--- src/rtl/i2c_pkg.sv ---
`default_nettype none
// ============================================================================
// Module      : i2c_pkg
// Description : Shared constants and controller state encoding for the I2C
//               master and its FIFOs.
// Revision    : 1.0 - initial release
// ============================================================================
package i2c_pkg;

  localparam int I2C_DATA_WIDTH   = 8;
  localparam int FIFO_DEPTH       = 16;
  localparam int FIFO_ADDR_WIDTH  = $clog2(FIFO_DEPTH);
  localparam int FIFO_AFULL_LEVEL = 12;

  // Controller and FIFO-side logic share this encoding.
  typedef enum logic [1:0] {
    ST_IDLE  = 2'd0,
    ST_START = 2'd1,
    ST_TX    = 2'd2,
    ST_RX    = 2'd3
  } i2c_state_e;

  function automatic int unsigned fifo_ptr_width(input int unsigned depth);
    return $clog2(depth);
  endfunction

endpackage
`default_nettype wire

--- src/rtl/i2c_tx_fifo_if.sv ---
`default_nettype none
// ============================================================================
// Module      : i2c_tx_fifo_if
// Description : Host-side and controller-side signal bundle of the TX FIFO.
// Revision    : 1.0 - initial release
// ============================================================================
interface i2c_tx_fifo_if
  import i2c_pkg::*;
#(
  parameter int DATA_WIDTH = I2C_DATA_WIDTH,
  parameter int ADDR_WIDTH = FIFO_ADDR_WIDTH
);

  logic                  write;
  logic [DATA_WIDTH-1:0] data_wr;
  logic                  read;
  logic [DATA_WIDTH-1:0] data_out;
  logic                  empty;
  logic                  full;
  logic                  almost_full;
  logic [ADDR_WIDTH:0]   usedw;
  logic                  clear_err;
  logic                  overflow;
  logic                  underflow;

  modport master (
    output write, data_wr, read, clear_err,
    input  data_out, empty, full, almost_full, usedw, overflow, underflow
  );

  modport slave (
    input  write, data_wr, read, clear_err,
    output data_out, empty, full, almost_full, usedw, overflow, underflow
  );

endinterface
`default_nettype wire

--- src/rtl/i2c_fifo_ram.sv ---
`default_nettype none
// ============================================================================
// Module      : i2c_fifo_ram
// Description : Register-array RAM, one write port and one registered read port.
// Revision    : 1.0 - initial release
// ============================================================================
module i2c_fifo_ram
  import i2c_pkg::*;
#(
  parameter int DATA_WIDTH = I2C_DATA_WIDTH,
  parameter int ADDR_WIDTH = FIFO_ADDR_WIDTH
) (
  input  wire logic                  clk,
  input  wire logic                  reset,
  input  wire logic                  wr_en_i,
  input  wire logic [ADDR_WIDTH-1:0] wr_addr_i,
  input  wire logic [DATA_WIDTH-1:0] wr_data_i,
  input  wire logic                  rd_en_i,
  input  wire logic [ADDR_WIDTH-1:0] rd_addr_i,
  output logic      [DATA_WIDTH-1:0] rd_data_o
);

  localparam int c_WORDS = 2 ** ADDR_WIDTH;

  logic [DATA_WIDTH-1:0] mem_q [c_WORDS];
  logic [DATA_WIDTH-1:0] rd_data_q;

  // Storage is intentionally not reset; only the output register is.
  always_ff @(posedge clk) begin
    if (wr_en_i) begin
      mem_q[wr_addr_i] <= wr_data_i;
    end
  end

  // Read-before-write on an address collision returns the old word.
  always_ff @(posedge clk) begin
    if (reset) begin
      rd_data_q <= '0;
    end else if (rd_en_i) begin
      rd_data_q <= mem_q[rd_addr_i];
    end
  end

  assign rd_data_o = rd_data_q;

endmodule
`default_nettype wire

--- src/rtl/i2c_tx_fifo.sv ---
`default_nettype none
// ============================================================================
// Module      : i2c_tx_fifo
// Description : Transmit FIFO between host writes and the I2C master controller.
// Revision    : 1.0 - initial release
// ============================================================================
module i2c_tx_fifo
  import i2c_pkg::*;
#(
  parameter int DATA_WIDTH  = I2C_DATA_WIDTH,
  parameter int DEPTH       = FIFO_DEPTH,
  parameter int ADDR_WIDTH  = FIFO_ADDR_WIDTH,
  parameter int AFULL_LEVEL = FIFO_AFULL_LEVEL
) (
  input  wire logic    clk,
  input  wire logic    reset,
  i2c_tx_fifo_if.slave bus
);

  localparam logic [ADDR_WIDTH:0]   c_DEPTH = (ADDR_WIDTH + 1)'(DEPTH);
  localparam logic [ADDR_WIDTH:0]   c_AFULL = (ADDR_WIDTH + 1)'(AFULL_LEVEL);
  localparam logic [ADDR_WIDTH:0]   c_ONE   = (ADDR_WIDTH + 1)'(1);
  localparam logic [ADDR_WIDTH-1:0] c_PINC  = ADDR_WIDTH'(1);

  logic [ADDR_WIDTH-1:0] wr_ptr_q, wr_ptr_d;
  logic [ADDR_WIDTH-1:0] rd_ptr_q, rd_ptr_d;
  logic [ADDR_WIDTH:0]   usedw_q,  usedw_d;
  logic                  empty_q,  empty_d;
  logic                  full_q,   full_d;
  logic                  afull_q,  afull_d;
  logic                  ovf_q,    ovf_d;
  logic                  unf_q,    unf_d;

  logic                  w_wr_en;
  logic                  w_rd_en;
  logic [DATA_WIDTH-1:0] w_rd_data;

  // A pop frees a slot in the same edge, so a full FIFO can still take a write.
  assign w_wr_en = bus.write & (~full_q | bus.read);
  assign w_rd_en = bus.read & ~empty_q;

  always_comb begin
    wr_ptr_d = wr_ptr_q;
    rd_ptr_d = rd_ptr_q;
    usedw_d  = usedw_q;
    ovf_d    = ovf_q;
    unf_d    = unf_q;

    if (w_wr_en) begin
      wr_ptr_d = wr_ptr_q + c_PINC;
    end
    if (w_rd_en) begin
      rd_ptr_d = rd_ptr_q + c_PINC;
    end

    case ({w_wr_en, w_rd_en})
      2'b10:   usedw_d = usedw_q + c_ONE;
      2'b01:   usedw_d = usedw_q - c_ONE;
      default: usedw_d = usedw_q;
    endcase

    // Clear first so a coincident error event still sets the flag.
    if (bus.clear_err) begin
      ovf_d = 1'b0;
      unf_d = 1'b0;
    end
    if (bus.write & full_q & ~bus.read) begin
      ovf_d = 1'b1;
    end
    if (bus.read & empty_q) begin
      unf_d = 1'b1;
    end

    empty_d = (usedw_d == '0);
    full_d  = (usedw_d == c_DEPTH);
    afull_d = (usedw_d >= c_AFULL);
  end

  always_ff @(posedge clk) begin
    if (reset) begin
      wr_ptr_q <= '0;
      rd_ptr_q <= '0;
      usedw_q  <= '0;
      empty_q  <= 1'b1;
      full_q   <= 1'b0;
      afull_q  <= 1'b0;
      ovf_q    <= 1'b0;
      unf_q    <= 1'b0;
    end else begin
      wr_ptr_q <= wr_ptr_d;
      rd_ptr_q <= rd_ptr_d;
      usedw_q  <= usedw_d;
      empty_q  <= empty_d;
      full_q   <= full_d;
      afull_q  <= afull_d;
      ovf_q    <= ovf_d;
      unf_q    <= unf_d;
    end
  end

  i2c_fifo_ram #(
    .DATA_WIDTH (DATA_WIDTH),
    .ADDR_WIDTH (ADDR_WIDTH)
  ) u_ram (
    .clk       (clk),
    .reset     (reset),
    .wr_en_i   (w_wr_en),
    .wr_addr_i (wr_ptr_q),
    .wr_data_i (bus.data_wr),
    .rd_en_i   (w_rd_en),
    .rd_addr_i (rd_ptr_q),
    .rd_data_o (w_rd_data)
  );

  assign bus.data_out    = w_rd_data;
  assign bus.empty       = empty_q;
  assign bus.full        = full_q;
  assign bus.almost_full = afull_q;
  assign bus.usedw       = usedw_q;
  assign bus.overflow    = ovf_q;
  assign bus.underflow   = unf_q;

endmodule
`default_nettype wire

--- src/flat_wrapper.sv ---
// flat-port wrapper written by rule: the top's interface ports become plain ports
module i2c_tx_fifo_flat import i2c_pkg::*;
#(
  parameter int DATA_WIDTH  = I2C_DATA_WIDTH,
  parameter int DEPTH       = FIFO_DEPTH,
  parameter int ADDR_WIDTH  = FIFO_ADDR_WIDTH,
  parameter int AFULL_LEVEL = FIFO_AFULL_LEVEL
)
  (clk, reset, bus_write, bus_data_wr, bus_read, bus_clear_err, bus_data_out, bus_empty, bus_full, bus_almost_full, bus_usedw, bus_overflow, bus_underflow);
  i2c_tx_fifo_if #(.DATA_WIDTH(DATA_WIDTH), .ADDR_WIDTH(ADDR_WIDTH)) bus_i ();
  input  wire logic clk;
  input  wire logic reset;
  input wire logic [$bits(bus_i.write)-1:0] bus_write;
  input wire logic [$bits(bus_i.data_wr)-1:0] bus_data_wr;
  input wire logic [$bits(bus_i.read)-1:0] bus_read;
  input wire logic [$bits(bus_i.clear_err)-1:0] bus_clear_err;
  output wire logic [$bits(bus_i.data_out)-1:0] bus_data_out;
  output wire logic [$bits(bus_i.empty)-1:0] bus_empty;
  output wire logic [$bits(bus_i.full)-1:0] bus_full;
  output wire logic [$bits(bus_i.almost_full)-1:0] bus_almost_full;
  output wire logic [$bits(bus_i.usedw)-1:0] bus_usedw;
  output wire logic [$bits(bus_i.overflow)-1:0] bus_overflow;
  output wire logic [$bits(bus_i.underflow)-1:0] bus_underflow;
  assign bus_i.write = bus_write;
  assign bus_i.data_wr = bus_data_wr;
  assign bus_i.read = bus_read;
  assign bus_i.clear_err = bus_clear_err;
  assign bus_data_out = bus_i.data_out;
  assign bus_empty = bus_i.empty;
  assign bus_full = bus_i.full;
  assign bus_almost_full = bus_i.almost_full;
  assign bus_usedw = bus_i.usedw;
  assign bus_overflow = bus_i.overflow;
  assign bus_underflow = bus_i.underflow;
  i2c_tx_fifo #(.DATA_WIDTH(DATA_WIDTH), .DEPTH(DEPTH), .ADDR_WIDTH(ADDR_WIDTH), .AFULL_LEVEL(AFULL_LEVEL)) u_core (.clk(clk), .reset(reset), .bus(bus_i));
endmodule
--- config.mk ---
export PLATFORM = sky130hd
export DESIGN_NAME = i2c_tx_fifo_flat
export DESIGN_NICKNAME = d
export VERILOG_FILES = /design/src/rtl/i2c_pkg.sv /design/src/rtl/i2c_tx_fifo_if.sv /design/src/rtl/i2c_fifo_ram.sv /design/src/rtl/i2c_tx_fifo.sv /design/src/flat_wrapper.sv
export SDC_FILE = /design/constraint.sdc
export NUM_CORES = 1
export LEC_CHECK = 0
export BUFFER_PORTS_ARGS = -buffer_cell sky130_fd_sc_hd__buf_4
export CAP_MARGIN = 0
export CORE_UTILIZATION = 45
export CTS_BUF_LIST = sky130_fd_sc_hd__clkbuf_4 sky130_fd_sc_hd__clkbuf_8 sky130_fd_sc_hd__clkbuf_16
export DETAILED_ROUTE_END_ITERATION = 10
export SLEW_MARGIN = 15
export SYNTH_ARGS = -nofsm -noshare
export SYNTH_HDL_FRONTEND = slang
export SYNTH_SLANG_ARGS = --single-unit
export TNS_END_PERCENT = 100
--- constraint.sdc ---
create_clock -name clk -period 5.65 [get_ports clk]
set_input_delay 0.565 -clock clk [delete_from_list [all_inputs] [get_ports clk]]
set_output_delay 0.565 -clock clk [all_outputs]
set_load 0.1 [all_outputs]
## Word-level counts from Yosys, hierarchy flattened

Memory sizes are Yosys's and may differ from the RTL's. A register that Yosys moved wholly into a read port is not among the register bits.
Index checks and enable logic that the tools add are counted.
Widths: inputs -> output; s select.

| cells by class | value |
|---|---|
| muxes and demuxes | 6 |
| reduce and logical (&&, ||, !) cells | 3 |
| bitwise operators | 9 |
| eq/ne operators | 3 |
| add/subtract/negate cells | 4 |
| $lt $le $gt $ge | 1 |

Operators by type and width:

| operator | number |
|---|---|
| $pmux 5 s2 | 1 |
| $add 4x1->4 const B | 2 |
| $add 5x1->5 const B | 1 |
| $and 1x1->1 | 5 |
| $eq 5x5->1 const B | 1 |
| $ge 5x4->1 const B | 1 |
| $logic_not 5->1 | 1 |
| $mux 1 | 5 |
| $sub 5x1->5 const B | 1 |
| $reduce_bool 2->1 | 2 |
| $not 1->1 | 3 |
| $eq 2x1->1 const B | 1 |
| $eq 2x2->1 const B | 1 |
| $or 1x1->1 | 1 |

| word-level totals | value |
|---|---|
| output and inout port bits | 18 |
| memories | 1 |
| register bits after elaboration | 18 |
| input bits | 13 |
| bits in writable memories | 128 |

Memories:

| memory | words | width | rd ports | clocked after memory_dff | write ports | line | source |
|---|---|---|---|---|---|---|---|
| u_core.u_ram.mem_q | 16 | 8 | 1 | 1 | 1 | i2c_fifo_ram.sv:25 | `logic [DATA_WIDTH-1:0] mem_q [c_WORDS];` |

## Longest topological paths before layout

Gate-level depths: netlist (run 1).

| depth | value |
|---|---|
| word-level depth | 6 |
| gate-level depth with buffers | 12 |

## Hierarchy

Synthesis (run 1) repeated with hierarchy kept, for this count alone.

| second synthesis, totals | value |
|---|---|
| cell total of the unflattened synthesis | 410 |
| area, all modules | 6236.0 sq um |

Modules (own cells, without submodules):

| module | area each (sq um) | cells each | instances |
|---|---|---|---|
| i2c_fifo_ram | 5343.9 | 316 | 1 |
| i2c_tx_fifo | 892.1 | 94 | 1 |

## Worst setup path before layout (run 1)

No wires, ideal clock.

| path | value |
|---|---|
| path kind | register to register |
| start | reg u_core.empty_q (netlist: u_core.bus.empty) |
| end | reg u_core.full_q (netlist: u_core.bus.full) |
| setup time | 59 ps |
| clock period less this slack | 3106 ps |
| buffers on the path | 2 |
| setup slack | 2544 ps |
| arrival | 3047 ps |
| cell stages (with the launch flop) | 12 |
| path through | dfxtp_1 nor2_1 buf_6 ha_1 buf_4 xor2_1 ha_1 a21oi_1 nor2_1 a2111oi_0 o32a_1 and2_1 |

| between the ends | value |
|---|---|
| longest elaborated chain between the ends | 5 |
| elaborated cells on any way between the ends | 6 |

RTL lines:

| element | line | source |
|---|---|---|
| from (decl) | i2c_tx_fifo.sv:28 | `logic empty_q, empty_d;` |
| from (signal assigned) | i2c_tx_fifo.sv:93 | `empty_q <= empty_d;` |
| $not 1->1 (*) | i2c_tx_fifo.sv:40 | `assign w_rd_en = bus.read & ~empty_q;` |
| $and 1x1->1 (*) | i2c_tx_fifo.sv:40 |  |
| named net u_core.u_ram.rd_en_i | i2c_fifo_ram.sv:18 | `input wire logic rd_en_i,` |
| $eq 2x1->1 / $eq 2x2->1 (equally long branches) | i2c_tx_fifo.sv:56 | `case ({w_wr_en, w_rd_en})` |
| $pmux 5 s2 (*) | i2c_tx_fifo.sv:56 |  |
| $eq 5x5->1 (*) | i2c_tx_fifo.sv:75 | `full_d = (usedw_d == c_DEPTH);` |
| to (signal assigned) | i2c_tx_fifo.sv:94 | `full_q <= full_d;` |
| to (decl) | i2c_tx_fifo.sv:29 | `logic full_q, full_d;` |

Mark *: on every way through the listed nets, which the timed path passes. The rest lies on a longest branch.
A chain may end at the register's enable or synchronous reset.

## Worst setup path after layout (run 1)

| path | value |
|---|---|
| start | reg u_core.full_q (netlist: u_core.bus.full) |
| end | reg u_core.full_q (netlist: u_core.bus.full) |

| between the ends | value |
|---|---|
| longest elaborated chain between the ends | 6 |
| elaborated cells on any way between the ends | 7 |

RTL lines:

| element | line | source |
|---|---|---|
| $not 1->1 (*) | i2c_tx_fifo.sv:39 | `assign w_wr_en = bus.write & (~full_q \| bus.read);` |
| $or 1x1->1 (*) | i2c_tx_fifo.sv:39 |  |
| $and 1x1->1 (*) | i2c_tx_fifo.sv:39 |  |
| $eq 2x1->1 / $eq 2x2->1 (equally long branches) | i2c_tx_fifo.sv:56 |  |
| $pmux 5 s2 (*) | i2c_tx_fifo.sv:56 |  |
| $eq 5x5->1 (*) | i2c_tx_fifo.sv:75 |  |

Every way passes the cells marked *; elsewhere a longest branch is shown, timed or not.

==> reports/qor.txt, run 1 <==
Outcome - finished, final reports clean
Die Wd - 120.4 um
Synth Register Bits - 154
Seq/Total Area, Yosys - 0.6922
GP Congestion - 0.7402
Hold Startpoint - bus_read
R2R depth - 10
Syn_nets - 379
Post-synthesis async set-or-reset flop share - 0
Crit Path Class - flip-flop to flip-flop
Largest net degree at the start of global routing - 36
WHS Path Cells - 3
Clock H-tree levels - 4
I/O Buffers - 30
Worst path cell trace - a21boi_2, inv_1, ha_1, xor2_1, ha_1, a21oi_1, nor2_1, a2111oi_0, o32a_1, and2_1
# clock sinks - 154
Post-Route WL - 12.20 mm
F_max - 358.9 MHz
Worst EP arrival - 3.15 ns
DPL Wire Length - 7.514 mm
Worst-Skew Late Latency - 0.42 ns
Worst-Margin Slew - 1.005 ns
1st-iter DRT viols - 247
Yosys cell types - 43
Worst VDD drop - 0.2500 mV
Clock Skews - 0.005244 ns
Clock Tree Buf Depth - 2
Tmin final - 2.786 ns
Required @ worst endpoint - 6.01 ns
Commonest non-fill, non-tap cell in the layout - edfxtp_1
Root buf cell - clkbuf_16
CTS buffer count - 17
Reg2Reg Setup Slack - 2.86 ns
Setup Buffers After CTS - 0
Final Cycle Share - 0.4931
Finished Layout Cells - 581
Total Routing Usage GR - 0.1881
Lkg Pwr - 2.474 nW
Worst Hold End - u_core.bus.underflow
Vias in the first global route - 3244
Commonest cells after routing, fill and taps aside - edfxtp_1 (128), nor2_1 (43), buf_4 (37), dfxtp_1 (25), mux4_2 (24)
Vias per Instance - 5.442
Slew HR - 0.3274
N_diodes - 0
Number of enable flip-flop cells after synthesis - 128
Top FF cell, synth - edfxtp_1
RR Startpoint - u_core.bus.full
Critical Path Max Stage Delay - 0.39 ns
First-pass GRT wire length - 19.05 mm
Worst R2R End - u_core.bus.full
Critical Path Source - u_core.bus.full
Fin. Hold Viols - 0
Crit path top cell by count - ha_1
CP endpoint kind - flip-flop
First-pass DRT Iterations - 4
Max-slew violations - 0
Residual DRC - 0
Post-route cell area - 7208 um2
Avg Cell Area, Syn - 17.66 um2
Crit path max fanout - 10
Number of cells upsized or downsized after cts - 0
Max Cap Viol - 0
Setup Viol. Count Final - 0
TNS Setup - 0 ns
Placed Cells - 549
FP Rows - 42
Cell Pwr Density - 432.3 nW/um2
DP Area - 6601 um2
RSZ-0062 raised after global routing - false
Via total after detailed routing - 3162
Mapped Area - 6305 um2
Tot Pwr - 0.003116 W
Top Ports - 31
Routed wire length per instance - 21.00 um
Die H - 120.4 um
CP startpoint kind - flip-flop
DIE AREA - 14490 um2
Post-route ant nets - 0
Core Area - 13450 um2
Hold Crit Class - primary input to flip-flop
Initial Util - 0.4687
Layout Nets - 414
Congestion Overflow GR - 0
Synthesis-to-layout area growth - 14.33%
Cells after Synth - 357
Initial antenna violation count - 0
Reg clk slew, reported paths - 0.06 ns
CTS tree - done
Hold-fix buffers, CTS - 0
Crit-path slowest cell - a2111oi_0
Synth Warn # - 0
Share of layout cells above drive strength 1 - 0.2321
-- stage by stage --
step	setup WS (ns)	hold WS, ns	utilization
3_5_place_dp	2.484	0.4903	0.4907
6_report	2.864	0.4256	0.5358
2_1_floorplan	2.544	0.5213	-
5_1_grt	2.535	0.4131	0.5358
3_3_place_gp	2.586	0.4732	0.4907
4_1_cts	2.849	0.4091	0.5358
-- cells by family after synthesis --
logic type,Yosys count,synth area share
muxes,44,0.1381
xor gates and xnor gates,12,0.01667
and+or+nand+nor,81,0.05993
adders and majority gates,9,0.01786
DFF,154,0.6922
buffers and inverters,27,0.03572
AOI/OAI and AO/OA,30,0.03949
-- metal layers --
| layer | up-vias | routed length [um] | track usage | part of all wire |
|---|---|---|---|---|
| li1 | 1464 | - | - | - |
| met1 | 1621 | 5145 | 0.2504 | 0.42 |
| met2 | 69 | 6195 | 0.2978 | 0.51 |
| met3 | 8 | 770 | 0.04811 | 0.063 |
| met4 | 0 | 91 | 0.07176 | 0.0075 |
| met5 | - | 0 | 0 | 0 |
-- critical path: cells and delay by family (launching register included) --
| family | cells | cell delay, ns |
|---|---|---|
| AO/OA/AOI/OAI | 4 | 1.24 |
| XOR/XNOR | 1 | 0.22 |
| adder cells (fa/ha/maj) | 2 | 0.60 |
| buffers and inverters | 1 | 0.12 |
| flip-flops | 1 | 0.34 |
| AND/OR/NAND/NOR | 2 | 0.21 |
-- worst max-delay path by stage --
stage,endpoint,cells past startpoint
after floorplan,u_core.bus.full,11
after global placement,u_core.bus.full,12
after detailed placement,u_core.bus.full,12
after CTS,u_core.bus.full,10
after global routing,u_core.bus.full,10
final,u_core.bus.full,10
-- state kept, by name (all words and copies together) (netlist names) --
name,count
u_core.u_ram.mem_q,128
u_core.wr_ptr_q,4
u_core.bus.almost_full,1
u_core.bus.full,1
u_core.bus.underflow,1
u_core.bus.overflow,1
u_core.bus.usedw,5
u_core.bus.empty,1
u_core.u_ram.rd_data_o,8
u_core.rd_ptr_q,4
-- final cells by class --
cell class,count,area (um2)
clock buffer,17,425.4
clock inverter,15,181.4
fill,1109,6245
inverter,6,22.52
multi-input combinational,176,1715
sequential,154,4365
tap,176,220.2
timing repair buffer,37,277.8
-- synthesized netlist by cell type, drive strengths merged (2+ instances only) --
cell type,n,share of area
buf,16,0.025
a21oi,2,0.0016
nand2,15,0.0089
nor3,6,0.0048
clkbuf,3,0.0024
nor2,43,0.026
mux2i,12,0.019
xor2,8,0.011
inv,6,0.0036
edfxtp,128,0.61
a22oi,17,0.020
nor3b,2,0.0024
and2,2,0.0020
mux4,32,0.12
nand4,2,0.0020
o31ai,2,0.0024
nand2b,2,0.0020
dfxtp,26,0.083
o21a,2,0.0024
xnor2,4,0.0056
nor2b,3,0.0030
ha,9,0.018
-- power breakdown --
group          total (W)  switching (W)  leakage, nW  internal [W]
clock network    0.00116       0.000430        0.289      0.000730
logic           0.000639       0.000413        0.816      0.000226
registers        0.00132      0.0000427         1.37       0.00128
(Power assumes the default switching activity.)
==> run 2: changes to the inputs <==
clock period = 2.8 ns   (was 5.65 ns; I/O delays follow)
==> reports/qor.txt, run 2 (synthesis results as in run 1) <==
Outcome - finished, final reports clean
Worst VDD drop - 0.4448 mV
Fillers - 1104
CP startpoint kind - flip-flop
Reg clk slew, reported paths - 0.06 ns
Residual DRC - 0
Die Wd - 120.4 um
Vias per Instance - 5.341
Max-slew violations - 0
DPL Wire Length - 7.802 mm
Root buf cell - clkbuf_16
Routed wire length per instance - 19.58 um
Cell Pwr Density - 824.1 nW/um2
Vias in the first global route - 3252
Worst-Skew Late Latency - 0.42 ns
Synthesis-to-layout area growth - 15.74%
Commonest non-fill, non-tap cell in the layout - edfxtp_1
Layout Nets - 434
Largest net degree at the start of global routing - 36
Commonest cells after routing, fill and taps aside - edfxtp_1 (128), buf_4 (56), nor2_1 (43), mux4_2 (24), dfxtp_1 (23)
Slew HR - 0.4771
Crit path max fanout - 4
Post-route ant nets - 0
Reg with most FFs - u_core.u_ram.mem_q
TNS Setup - 0 ns
Tmin final - 2.399 ns
CP endpoint kind - flip-flop
Setup Viol. Count Final - 0
Crit Path Class - flip-flop to flip-flop
Required @ worst endpoint - 3.15 ns
Fin. Hold Viols - 0
Worst-Margin Slew - 0.7827 ns
Share of layout cells above drive strength 1 - 0.2729
FP Rows - 42
Total Routing Usage GR - 0.1777
First-pass GRT wire length - 18.46 mm
Worst EP arrival - 2.75 ns
I/O Buffers - 30
F_max - 416.9 MHz
CTS buffer count - 17
Clock Tree Buf Depth - 2
Number of cells upsized or downsized after cts - 0
Die H - 120.4 um
Initial antenna violation count - 0
Initial Util - 0.4687
Max Cap Viol - 0
# clock sinks - 154
Top Ports - 31
DIE AREA - 14490 um2
Clock Skews - 0.01051 ns
1st-iter DRT viols - 253
CTS tree - done
Core Area - 13450 um2
Final Cycle Share - 0.8567
RSZ-0062 raised after global routing - false
Hold-fix buffers, CTS - 0
Congestion Overflow GR - 0
Lkg Pwr - 2.563 nW
N_diodes - 0
GP Congestion - 0.8735
Post-Route WL - 11.77 mm
Hold Crit Class - primary input to flip-flop
Max reg flops - 128
Setup Buffers After CTS - 0
First-pass DRT Iterations - 5
Clock H-tree levels - 4
Hold_ws - 0.1347 ns
Via total after detailed routing - 3210
-- run 2: changes by cell type in the layout (fill, tap and decap cells not counted), moves of 2 or more --
cell | before | now
dfxtp_2 | 1 | 3
bufinv_16 | 4 | 1
buf_4 | 37 | 56
clkbuf_4 | 0 | 3
dfxtp_1 | 25 | 23
clkinvlp_4 | 3 | 1
clkinv_2 | 3 | 6
-- run 2: layer usage --
layer,up-vias,wire length (um),GRT usage
met5,-,0,0
met4,0,226,0.07870
met3,16,475,0.04057
met2,73,5721,0.2751
met1,1614,5347,0.2415
li1,1507,-,-
-- run 2: path summary, 6_finish.rpt --
check	startpoint	end	slack (ns)	cells past startpoint
setup / recovery	u_core.bus.full	u_core.bus.full	0.40	10
hold / removal	bus_read	u_core.bus.underflow	0.13	3
setup reg to reg	u_core.bus.full	u_core.bus.full	0.40	10
hold reg to reg	u_core.bus.overflow	u_core.bus.overflow	0.50	2
-- run 2: layout make-up --
class / count / area (um2) / area share
Clock buffer: 20 / 447.9 / 0.06139
Clock inverter: 12 / 82.58 / 0.01132
Inverter: 6 / 22.52 / 0.003086
Multi-Input combinational cell: 176 / 1715 / 0.2351
Sequential cell: 154 / 4368 / 0.5986
Tap cell: 176 / 220.2 / 0.03018
Timing Repair Buffer: 57 / 440.4 / 0.06036
-- run 2: worst max-delay path, cell delays in order, from the launching register on --
cell and delay (ns):
dfxtp_2 0.34, a21boi_2 0.15, inv_1 0.08, ha_1 0.24, xor2_1 0.17, ha_1 0.24
a21oi_1 0.25, nor2_1 0.08, a2111oi_0 0.39, o32a_1 0.26, and2_1 0.13
-- run 2: per-stage QoR --
stage	instance area (um2)	utilization	power [W]	instances	setup slack, ns
after floorplan	6307	-	0.003777	357	0.05660
after global placement	6766	0.5030	0.004013	569	0.3925
after detailed placement	6766	0.5030	0.004021	569	0.3007
after CTS	7297	0.5424	0.006080	601	0.4297
after global routing	7297	0.5424	0.006239	601	0.2255
final	7297	0.5424	0.006013	601	0.4014
-- run 2: report_power, final --
part,switching [W],internal (W),leakage (nW)
Sequential,0.0000957,0.00258,1.37
Combinational,0.000810,0.000488,0.926
Clock,0.000819,0.00123,0.267
Total,0.00173,0.00429,2.56
